### src/rtl/heart_mover.sv
// Heart sprite mover: queues WASD/r keys from the UART, applies at most one move per
// animation frame inside the fighting box, and echoes each applied key back to the UART.
module heart_mover #(
  parameter int F_WIDTH  = 150,
  parameter int F_HEIGHT = 150,
  parameter int FX       = 245,
  parameter int FY       = 230,
  parameter int R        = 5,
  parameter int C_X      = 5,
  parameter int C_Y      = 5,
  parameter int VELOCITY = 5,
  parameter int DEPTH    = 4,
  parameter int CLAMP    = 1
) (
  input  logic        i_clk,
  input  logic        i_rst,
  input  logic        i_ani_stb,
  input  logic        i_animate,
  input  logic        i_rx_receive,
  input  logic [7:0]  i_rx_data,
  input  logic        i_tx_busy,
  output logic [15:0] o_cx,
  output logic [15:0] o_cy,
  output logic [15:0] o_r,
  output logic        o_tx_transmit,
  output logic [7:0]  o_tx_data,
  output logic        o_full,
  output logic [7:0]  o_drop_cnt
);

  localparam int PW = $clog2(DEPTH);
  localparam int CW = PW + 1;
  localparam logic [CW-1:0] FULL_CNT = CW'(DEPTH);

  localparam logic signed [16:0] XMIN = 17'(FX + R);
  localparam logic signed [16:0] XMAX = 17'(FX + F_WIDTH - R);
  localparam logic signed [16:0] YMIN = 17'(FY + R);
  localparam logic signed [16:0] YMAX = 17'(FY + F_HEIGHT - R);
  localparam logic signed [16:0] VEL  = 17'(VELOCITY);
  localparam logic [15:0] HOME_X = 16'(FX + C_X);
  localparam logic [15:0] HOME_Y = 16'(FY + C_Y);

  localparam logic [7:0] KEY_UP    = 8'h77;
  localparam logic [7:0] KEY_LEFT  = 8'h61;
  localparam logic [7:0] KEY_DOWN  = 8'h73;
  localparam logic [7:0] KEY_RIGHT = 8'h64;
  localparam logic [7:0] KEY_HOME  = 8'h72;

  typedef enum logic [1:0] {
    S_IDLE,
    S_WAIT,
    S_SEND
  } echo_state_t;

  logic [7:0]    r_mem [DEPTH];
  logic [PW-1:0] r_wr_ptr;
  logic [PW-1:0] r_rd_ptr;
  logic [CW-1:0] r_count;
  logic [15:0]   r_cx;
  logic [15:0]   r_cy;
  logic [7:0]    r_tx_data;
  logic [7:0]    r_drop_cnt;
  echo_state_t   r_state;
  echo_state_t   w_state_next;

  logic        w_valid_key;
  logic        w_full;
  logic        w_empty;
  logic        w_pop;
  logic        w_push;
  logic        w_drop;
  logic [7:0]  w_key;
  logic [15:0] w_cx_next;
  logic [15:0] w_cy_next;

  assign w_valid_key = i_rx_data inside {KEY_UP, KEY_LEFT, KEY_DOWN, KEY_RIGHT, KEY_HOME};
  assign w_full      = (r_count == FULL_CNT);
  assign w_empty     = (r_count == '0);
  assign w_pop       = i_ani_stb & i_animate & ~w_empty & (r_state == S_IDLE);
  // A full queue still accepts a key when the same cycle frees a slot.
  assign w_push      = i_rx_receive & w_valid_key & (~w_full | w_pop);
  assign w_drop      = i_rx_receive & w_valid_key & w_full & ~w_pop;
  assign w_key       = r_mem[r_rd_ptr];

  // NOTE: queue storage is deliberately not reset; the count and pointers alone mark valid entries.
  always_ff @(posedge i_clk) begin
    if (w_push) r_mem[r_wr_ptr] <= i_rx_data;
  end

  // NOTE: sequential state uses non-blocking assignments so every register samples pre-edge values.
  always_ff @(posedge i_clk or posedge i_rst) begin
    if (i_rst) begin
      r_wr_ptr <= '0;
      r_rd_ptr <= '0;
      r_count  <= '0;
    end else begin
      if (w_push) r_wr_ptr <= r_wr_ptr + PW'(1);
      if (w_pop)  r_rd_ptr <= r_rd_ptr + PW'(1);
      case ({w_push, w_pop})
        2'b10:   r_count <= r_count + CW'(1);
        2'b01:   r_count <= r_count - CW'(1);
        default: r_count <= r_count;
      endcase
    end
  end

  always_ff @(posedge i_clk or posedge i_rst) begin
    if (i_rst) begin
      r_drop_cnt <= '0;
    end else if (w_drop && (r_drop_cnt != 8'hFF)) begin
      r_drop_cnt <= r_drop_cnt + 8'd1;
    end
  end

  // Signed 17-bit candidate so a step below zero never wraps into a large positive value.
  function automatic logic [15:0] f_step(input logic [15:0] cur,
                                         input logic signed [16:0] delta,
                                         input logic signed [16:0] lo,
                                         input logic signed [16:0] hi);
    logic signed [16:0] cand;
    cand = $signed({1'b0, cur}) + delta;
    if (cand < lo)      f_step = (CLAMP != 0) ? lo[15:0] : cur;
    else if (cand > hi) f_step = (CLAMP != 0) ? hi[15:0] : cur;
    else                f_step = cand[15:0];
  endfunction

  // NOTE: every always_comb output gets a default first so no path infers a latch.
  always_comb begin
    w_cx_next = r_cx;
    w_cy_next = r_cy;
    case (w_key)
      KEY_LEFT:  w_cx_next = f_step(r_cx, -VEL, XMIN, XMAX);
      KEY_RIGHT: w_cx_next = f_step(r_cx,  VEL, XMIN, XMAX);
      KEY_UP:    w_cy_next = f_step(r_cy, -VEL, YMIN, YMAX);
      KEY_DOWN:  w_cy_next = f_step(r_cy,  VEL, YMIN, YMAX);
      KEY_HOME: begin
        w_cx_next = HOME_X;
        w_cy_next = HOME_Y;
      end
      default: ;
    endcase
  end

  always_ff @(posedge i_clk or posedge i_rst) begin
    if (i_rst) begin
      r_cx      <= HOME_X;
      r_cy      <= HOME_Y;
      r_tx_data <= '0;
    end else if (w_pop) begin
      r_cx      <= w_cx_next;
      r_cy      <= w_cy_next;
      r_tx_data <= w_key;
    end
  end

  always_ff @(posedge i_clk or posedge i_rst) begin
    if (i_rst) r_state <= S_IDLE;
    else       r_state <= w_state_next;
  end

  always_comb begin
    w_state_next  = r_state;
    o_tx_transmit = 1'b0;
    case (r_state)
      S_IDLE: if (w_pop) w_state_next = S_WAIT;
      S_WAIT: if (!i_tx_busy) w_state_next = S_SEND;
      S_SEND: begin
        o_tx_transmit = 1'b1;
        w_state_next  = S_IDLE;
      end
      default: w_state_next = S_IDLE;
    endcase
  end

  assign o_cx       = r_cx;
  assign o_cy       = r_cy;
  assign o_r        = 16'(R);
  assign o_tx_data  = r_tx_data;
  assign o_full     = w_full;
  assign o_drop_cnt = r_drop_cnt;

endmodule
### config.mk
export PLATFORM = sky130hd
export DESIGN_NAME = heart_mover
export DESIGN_NICKNAME = d
export VERILOG_FILES = /design/src/rtl/heart_mover.sv
export SDC_FILE = /design/constraint.sdc
export NUM_CORES = 1
export LEC_CHECK = 0
export BUFFER_PORTS_ARGS = -buffer_cell sky130_fd_sc_hd__buf_2
export CORE_UTILIZATION = 60
export CTS_CLUSTER_DIAMETER = 150
export DETAILED_ROUTE_END_ITERATION = 7
export PLACE_DENSITY_LB_ADDON = 0.2
export SYNTH_ARGS = -nofsm -noshare
export SYNTH_HDL_FRONTEND = slang
export SYNTH_SLANG_ARGS = --single-unit
### constraint.sdc
create_clock -name i_clk -period 9.8 [get_ports i_clk]
set_input_delay 0.49 -clock i_clk [delete_from_list [all_inputs] [get_ports i_clk]]
set_output_delay 0.49 -clock i_clk [all_outputs]
set_load 0.03 [all_outputs]
==> impl_metrics.py, run 1 <==
metrics = {
    "layout": {
        "stdcell_area_sq_um": 6760,
        "diodes": 0,
        "fin_nets": 754,
        "nFillCells": 865,
        "seqCellArea_sq_um": 2402,
        "fin_cells": 870,
        "multi_input_area_sq_um": 3550,
        "synthToLayoutAreaGrowth_pct": 6.990,
        "drive_above_1_share_pct": 17.85,
    },
    "logic_synthesis": {
        "postSynth.asyncResetShare_pct": 64.04,
        "yosysMostFrequentCell": "nand2_1",
        "yosysWarningCount": 0,
        "synth_edf_count": 32,
        "synthCells": 701,
        "syn_avg_cell_area_sq_um": 9.014,
        "synth_top_area_share_pct": 17.82,
        "synth_area_leader_cell": "dfrtp_1",
        "ys_top_cells_by_area": "dfrtp_1 (18%), edfxtp_1 (15%), dfstp_2 (5.0%), nand2_1 (3.8%), xnor2_1 (3.3%)",
        "synth_common_cells": "nand2_1 (64), nor2_1 (50), dfrtp_1 (45)",
        "synth_area_sq_um": 6319,
        "seq_area_frac_synth_pct": 38.02,
        "synth_ff_type": "dfrtp_1",
        "yosys.cell_types.count": 89,
        "synth-seq-cells": 89,
    },
    "clock_network": {
        "cts_resized": 0,
        "clk_pin_slew_ns": 0.10,
        "root_buffer": "clkbuf_8",
        "post_cts_buffers": 0,
        "htree_levels": 3,
        "clk_latency_ns": 0.37,
        "tritoncts": "built",
        "cts.sinks": 89,
        "hold_buffers": 0,
        "cts_buffers": 9,
        "clockBufferDepth": 2,
    },
    "pwr": {
        "vdd_drop_max_mv": 0.1612,
        "p_per_area_nw_per_um2": 188.8,
        "p_leak_nw": 2.689,
    },
    "sta": {
        "period_needed_ns": 3.615,
        "timing.fmax_mhz": 276.6,
        "hold_viol": 0,
        "finalWorstSetupSlack_ns": 6.185,
        "tightest_slew_ns": 0.8428,
        "rsz0062_at_grt": "false",
        "finalSetupTns_ns": 0,
        "setup_viol": 0,
        "slew_viol_final": 0,
        "finalCritPeriodShare_pct": 36.88,
        "clock_skew_ns": 0.01337,
        "relSlewSlack_pct": 43.81,
        "whs_ns": 0.2960,
    },
    "floorplan": {
        "ioPinCount": 80,
        "core_area_sq_um": 10280,
        "fp.dieH_microns": 104.6,
        "die_x_microns": 104.6,
        "design.die.area_sq_um": 10950,
        "fp-row-count": 37,
        "initial_core_util_pct": 61.48,
    },
    "global_route": {
        "antenna_found_initial": 0,
        "overflow": 0,
        "grt_usage_pct": 29.55,
        "grt_pass1_wl_microns": 25920,
        "grt_pass1_vias": 5218,
        "grt_max_degree": 58,
    },
    "placed_design": {
        "placed_area_sq_um": 6543,
        "place_ws_ns": 6.244,
        "place_congestion": 0.9328,
        "port_buffers": 63,
        "dp_cells": 854,
        "dp_hpwl_microns": 11280,
    },
    "flow_run": {
        "maxCapViolations": 0,
    },
    "routing": {
        "drc": 0,
        "drt_iter0_markers": 569,
        "num_vias": 5678,
        "viasPerCell": 6.526,
        "wl_per_cell_microns": 18.31,
        "first_pass_iters": 5,
        "drtAntennaViolNets": 0,
        "drt_wl_total_microns": 15930,
    },
    "hold_path": {
        "worstHoldPathType": "input pin to flip-flop",
    },
    "setup_path": {
        "worstPathArrival_ns": 3.89,
        "required_ns": 10.07,
        "critical_path_class": "flip-flop to flip-flop",
        "start_kind": "flip-flop",
        "crit_path_end_kind": "flip-flop",
        "critPathMaxFanout": 16,
    },
    "run_status": {
        "status": "finished, final reports clean",
    },
}
## per-stage QoR
step,total power [mW],util (%)
4_1_cts,1.276,65.78
3_5_place_dp,1.003,63.66
5_1_grt,1.344,65.78
6_report,1.276,65.78
2_1_floorplan,0.8901,-
3_3_place_gp,0.9842,63.66
## worst paths after layout
path                             from             to  slack, ns  cells past startpoint
max                           o_cy[0]        o_cy[6]       6.19                     10
min                         i_tx_busy     r_state[1]       0.30                      2
max reg2reg                   o_cy[0]        o_cy[6]       6.19                     10
min reg2reg                r_state[1]     r_state[1]       0.47                      1
max in group asynchronous       i_rst   o_tx_data[5]       8.99                      3
min in group asynchronous       i_rst  o_drop_cnt[5]       0.31                      3
## cell families after synthesis
kind of cell | after synthesis | share of synthesized area [%]
other | 2 | 0.1189
xor gates and xnor gates | 32 | 4.436
DFF | 89 | 38.02
adders and majority gates | 11 | 2.297
AOI/OAI and AO/OA | 183 | 20.00
buffers and inverters | 85 | 6.634
and+or+nand+nor | 285 | 24.65
muxes | 14 | 3.842
## report_power, final
part | internal, mW | leakage [nW] | total, mW | switching, mW
Clock | 0.125 | 0.107 | 0.271 | 0.147
Sequential | 0.437 | 0.994 | 0.541 | 0.104
Combinational | 0.171 | 1.59 | 0.464 | 0.293
Total | 0.733 | 2.69 | 1.28 | 0.544
## registers in the layout, indices dropped and copies added, names as in the netlist
register,count
r_mem,32
o_cx,16
o_cy,16
o_drop_cnt,8
o_tx_data,8
r_count,3
r_rd_ptr,2
r_state,2
r_wr_ptr,2
## metal layers
layer  wire [microns]  track usage (%)
met1             6842            40.68
met2             7606            47.26
met3             1138            5.115
met4              340            10.36
met5                0                0
## layout by cell type, fill, tap and decap left out, drive strengths merged, types with 9 or more instances in the layout
cell type / count
a211oi: 11
dfstp: 12
edfxtp: 32
o211ai: 16
dfrtp: 45
ha: 10
or4: 11
conb: 16
clkbuf: 9
inv: 25
nor2: 51
nand3: 28
and2: 20
o31ai: 13
buf: 66
o21ai: 36
nand4: 16
a21oi: 41
nand2: 65
xnor2: 24
nand2b: 11
nor4: 12
nor3: 17
## worst max-delay path, stage by stage, from the launching register on
cell      delay, ns
dfstp_2        0.70
inv_1          0.16
ha_1           0.40
or2b_1         0.38
nor4_1         0.38
o211ai_1       0.13
a211oi_1       0.33
nor4_1         0.12
nor4_1         0.53
and4_1         0.32
a211oi_1       0.06
## area by class of cell
type                            count  share of cell area, %
Timing Repair Buffer               66                  4.997
Tap cell                          136                  2.517
Sequential cell                    89                  35.54
Clock inverter                      7                  1.388
Multi-Input combinational cell    541                  52.51
Inverter                           22                  1.222
Clock buffer                        9                  1.832
(Power assumes the default switching activity.)
==> run 2: changes to the inputs <==
CORE_UTILIZATION = 53   (was 60)
clock period = 2.91 ns   (was 9.8 ns; I/O delays follow)
==> run 2 against run 1 <==
Effect of this change: the run now ends with design-rule violations left; fmax up 25%; critical endpoint is now o_cx[8]; final cell count grew 8.7%; first-iteration DRC count is 23% lower; combinational power increased to 4.2 times the previous value; clock power grew to 4.3 times the previous value.
==> impl_metrics.py, run 2 (same netlist as run 1, synthesis figures left out) <==
metrics = {
    "layout": {
        "layout_common_cells": "buf_4 (68), nand2_1 (63), buf_2 (63)",
        "nFillCells": 929,
        "synthToLayoutAreaGrowth_pct": 22.20,
        "diodes": 0,
        "top_register": "r_mem",
        "drive_above_1_share_pct": 30.01,
        "largest_reg_flops": 32,
        "final_common_cell": "buf_4",
        "fin_nets": 823,
    },
    "clock_network": {
        "cts.sinks": 89,
        "tritoncts": "built",
        "htree_levels": 3,
        "cts_buffers": 9,
        "clk_pin_slew_ns": 0.08,
        "root_buffer": "clkbuf_16",
        "clk_latency_ns": 0.35,
        "clockBufferDepth": 2,
    },
    "run_status": {
        "status": "complete, but fails checks",
        "violations": "design-rule violations",
    },
    "pwr": {
        "p_per_area_nw_per_um2": 632.3,
        "p_leak_nw": 3.136,
        "vdd_drop_max_mv": 0.4462,
        "finalPower_mw": 4.882,
    },
    "flow_run": {
        "maxCapViolations": 0,
    },
    "floorplan": {
        "ioPinCount": 80,
        "design.die.area_sq_um": 12360,
        "initial_core_util_pct": 54.87,
        "fp-row-count": 39,
        "fp.dieH_microns": 111.2,
        "die_x_microns": 111.2,
        "core_area_sq_um": 11520,
    },
    "global_route": {
        "grt_max_degree": 58,
        "overflow": 0,
        "antenna_found_initial": 0,
        "grt_pass1_vias": 5751,
        "grt_usage_pct": 28.82,
        "grt_pass1_wl_microns": 28530,
    },
    "sta": {
        "period_needed_ns": 2.901,
        "slew_viol_final": 0,
        "timing.fmax_mhz": 344.7,
        "relSlewSlack_pct": 55.17,
        "hold_viol": 0,
        "finalSetupTns_ns": 0,
        "tightest_slew_ns": 0.6700,
        "clock_skew_ns": 0.01021,
        "finalCritPeriodShare_pct": 99.69,
        "rsz0062_at_grt": "true",
        "setup_viol": 0,
    },
    "routing": {
        "drc": 11,
        "num_vias": 5984,
        "drt_wl_total_microns": 17510,
        "drtAntennaViolNets": 0,
        "first_pass_iters": 7,
        "wl_per_cell_microns": 18.51,
        "drt_iter0_markers": 438,
        "viasPerCell": 6.326,
    },
    "setup_path": {
        "critical_path_class": "flip-flop to flip-flop",
        "required_ns": 3.20,
        "worstPathArrival_ns": 3.19,
        "crit_path_end_kind": "flip-flop",
        "critPathMaxFanout": 4,
        "start_kind": "flip-flop",
    },
    "placed_design": {
        "place_congestion": 0.9225,
        "dp_hpwl_microns": 12520,
        "port_buffers": 63,
    },
    "hold_path": {
        "worstHoldPathType": "input pin to flip-flop",
    },
}
==> run 2: per-stage QoR <==
step / worst slack [ns] / utilization, % / area (sq um) / hold WS [ns] / instances
2_1_floorplan: -0.07785 / - / 6492 / 0.2153 / 715
3_3_place_gp: 0.007227 / 61.67 / 7102 / 0.2211 / 920
3_5_place_dp: 0.008252 / 61.67 / 7102 / 0.2298 / 920
4_1_cts: 0.01617 / 64.61 / 7441 / 0.02088 / 938
5_1_grt: -0.09239 / 67.05 / 7721 / 0.02134 / 946
6_report: 0.008896 / 67.05 / 7721 / 0.02571 / 946
==> run 2: layer usage <==
layer  track usage [%]  part of all wire, %  vias up
met4             8.739                  1.6        0
met1             39.48                   42     2880
li1                  -                    -     2772
met2             46.79                   47      298
met5                 0                    0        -
met3             4.975                  8.6       34
==> run 2: path summary, 6_finish.rpt <==
path | start | endpoint | slack (ns) | depth (start not counted)
setup / recovery | o_cx[1] | o_cx[8] | 0.009 | 10
hold / removal | i_rx_data[7] | r_mem[1][7] | 0.03 | 1
setup reg to reg | o_cx[1] | o_cx[8] | 0.009 | 10
hold reg to reg | r_state[1] | r_state[1] | 0.46 | 1
max in group asynchronous | i_rst | o_cx[3] | 2.20 | 4
min in group asynchronous | i_rst | o_cx[13] | 0.39 | 4
==> run 2: cell type report <==
type	count	area (sq um)	area share, %
Inverter	22	88.84	1.151
Sequential cell	89	2419	31.32
Timing Repair Buffer	135	885.9	11.47
Tap cell	143	178.9	2.317
Multi-Input combinational cell	541	3845	49.80
Clock buffer	9	225.2	2.917
Clock inverter	7	78.83	1.021
==> run 2: power by group <==
group | total, mW | leakage [nW] | internal [mW] | switching, mW
registers | 1.75 | 0.997 | 1.48 | 0.264
clock network | 1.16 | 0.148 | 0.609 | 0.554
logic | 1.97 | 1.99 | 0.783 | 1.19
total | 4.88 | 3.14 | 2.88 | 2.01
==> run 2: worst max-delay path, cell delays in order, from the launching register on <==
cell and delay, ns:
dfstp_2 0.59, inv_4 0.05, ha_4 0.15, or4b_4 0.57, or3_1 0.38, a21oi_1 0.16, o22ai_1 0.14, a21oi_2 0.28
nor2_1 0.06, or4_1 0.40, nand2_1 0.07
==> run 2: repair_timing <==
action | in CTS | in global routing
hold buffers | 2 | 0
buffers inserted | 0 | 8
gates resized for setup | 2 | 45
endpoints found under the setup margin | 3 | 18
endpoints found under the hold margin | 46 | 0
pin swaps | 0 | 17
==> run 3: changes to the inputs <==
CELL_PAD_IN_SITES_DETAIL_PLACEMENT = 0   (was default)
CELL_PAD_IN_SITES_GLOBAL_PLACEMENT = 1   (was default)
CORE_UTILIZATION = 41   (was 53)
==> run 3 against run 2 <==
Effect of this change: highest routed layer unchanged; via count fell by 1.1%; largest cell class unchanged; power is 1.8% higher; critical endpoint is now o_cy[6]; first-iteration DRC count shrank 8.4%; the run now ends clean.
==> impl_metrics.py, run 3 (same netlist as run 1, synthesis figures left out) <==
metrics = {
    "run_status": {
        "status": "finished, final reports clean",
    },
    "placed_design": {
        "place_ws_ns": -0.005572,
        "place_congestion": 0.8991,
        "dp_cells": 978,
        "placed_area_sq_um": 7256,
        "dp_hpwl_microns": 13610,
        "port_buffers": 63,
    },
    "routing": {
        "first_pass_iters": 5,
        "drtAntennaViolNets": 0,
        "dr.max_layer_used": "met4",
        "viasPerCell": 5.896,
        "num_vias": 5920,
        "wl_per_cell_microns": 18.14,
        "drt_wl_total_microns": 18210,
        "wl_met2_microns": 8486,
        "m1WireLength_microns": 8498,
        "drt_iter0_markers": 401,
        "drc": 0,
        "met3_length_microns": 1019,
    },
    "global_route": {
        "overflow": 0,
        "grt_pass1_vias": 5643,
        "grt_pass1_wl_microns": 29860,
        "grt_usage_pct": 23.65,
        "antenna_found_initial": 0,
        "grt_max_degree": 34,
    },
    "floorplan": {
        "initial_core_util_pct": 41.72,
        "fp.dieH_microns": 126.1,
        "design.die.area_sq_um": 15910,
        "core_area_sq_um": 15150,
        "ioPinCount": 80,
        "fp-row-count": 45,
        "die_x_microns": 126.1,
    },
    "sta": {
        "setup_viol": 0,
        "finalCritPeriodShare_pct": 99.83,
        "hold_viol": 0,
        "rsz0062_at_grt": "true",
        "timing.fmax_mhz": 344.2,
        "finalWorstSetupSlack_ns": 0.004841,
        "slew_viol_final": 0,
        "relSlewSlack_pct": 57.00,
        "tightest_slew_ns": 0.6383,
        "period_needed_ns": 2.905,
        "clock_skew_ns": 0.01039,
    },
    "layout": {
        "top_register": "r_mem",
        "layout_common_cells": "buf_4 (80), nand2_1 (63), buf_2 (63)",
        "final_common_cell": "buf_4",
        "drive_above_1_share_pct": 29.41,
        "synthToLayoutAreaGrowth_pct": 22.71,
        "multi_input_area_sq_um": 3714,
        "utilization_pct": 51.19,
        "seqCellArea_sq_um": 2407,
        "diodes": 0,
        "stdcell_area_sq_um": 7754,
        "nFillCells": 1462,
        "fin_cells": 1004,
        "largest_reg_flops": 32,
        "fin_nets": 836,
    },
    "setup_path": {
        "critPathMaxFanout": 7,
        "r2r-start": "o_cy[0]",
        "start_kind": "flip-flop",
        "critical_path_class": "flip-flop to flip-flop",
        "crit_path_end_kind": "flip-flop",
        "reg2reg_slack_ns": 0.005,
        "crit_chain": "clkinvlp_4 > ha_4 > or4bb_1 > o211ai_1 > a21boi_1 > a211oi_2 > nor4_2 > nor4_1 > buf_4 > and4_1 > a211oi_1",
        "worstPathArrival_ns": 3.19,
        "r2r-end": "o_cy[6]",
        "slowest_stage": "dfstp_2",
        "max_stage_delay_ns": 0.60,
        "worst-path-stages": 11,
        "crit_end": "o_cy[6]",
        "required_ns": 3.19,
        "crit_family": "simple AND/OR/NAND/NOR gates",
        "reg2reg_depth": 11,
        "crit_start": "o_cy[0]",
        "worst-path-buf-inv": 2,
    },
    "clock_network": {
        "clk_pin_slew_ns": 0.07,
        "cts_buffers": 9,
        "clockBufferDepth": 2,
        "cts.sinks": 89,
        "root_buffer": "clkbuf_16",
        "clk_latency_ns": 0.35,
        "htree_levels": 3,
        "tritoncts": "built",
    },
    "hold_path": {
        "hold_depth": 1,
        "worstHoldPathType": "input pin to flip-flop",
    },
    "pwr": {
        "finalPower_mw": 4.970,
        "p_per_area_nw_per_um2": 641.0,
        "vdd_drop_max_mv": 0.4367,
        "p_leak_nw": 3.164,
    },
    "flow_run": {
        "maxCapViolations": 0,
    },
}
[run 3: timing repair]
item	CTS	global route
pin swaps	0	8
setup buffers	0	8
hold buffers	2	0
endpoints found under the hold margin	16	0
endpoints found under the setup margin	2	13
resized for setup	2	20
[run 3: worst min-delay path by stage]
stage                         endpoint    startpoint  slack [ns]
final                      r_mem[3][5]  i_rx_data[5]        0.02
after global routing       r_mem[3][3]  i_rx_data[3]        0.02
after CTS                  r_mem[3][3]  i_rx_data[3]        0.01
after detailed placement  o_tx_data[3]         i_rst        0.25
after global placement    o_tx_data[7]         i_rst        0.23
after floorplan             r_state[1]     i_tx_busy        0.22
[run 3: cell type report]
type	instances	area share [%]
multi-input cells	541	47.89
flip-flops and latches	89	31.05
repair buffers	148	12.73
clock buffers	10	3.082
well taps	188	3.034
inverters	22	1.146
clock inverters	6	1.065
[run 3: report_power, final]
group          switching, mW  internal (mW)
sequential             0.222           1.47
combinational           1.22          0.810
clock                  0.540          0.709
total                   1.98           2.99
[run 3: layer usage]
metal	global-route usage, %	vias up
met1	33.63	2932
met2	37.24	169
li1	-	2799
met4	6.308	0
met5	0	-
met3	3.823	20
[run 3: stage by stage]
step,TNS (ns),hold slack (ns)
after floorplan,-0.3596,0.2153
after CTS,0,0.01216
after global routing,-0.5240,0.02226
after detailed placement,-0.006151,0.2520
after global placement,-0.04255,0.2347
final,0,0.01905
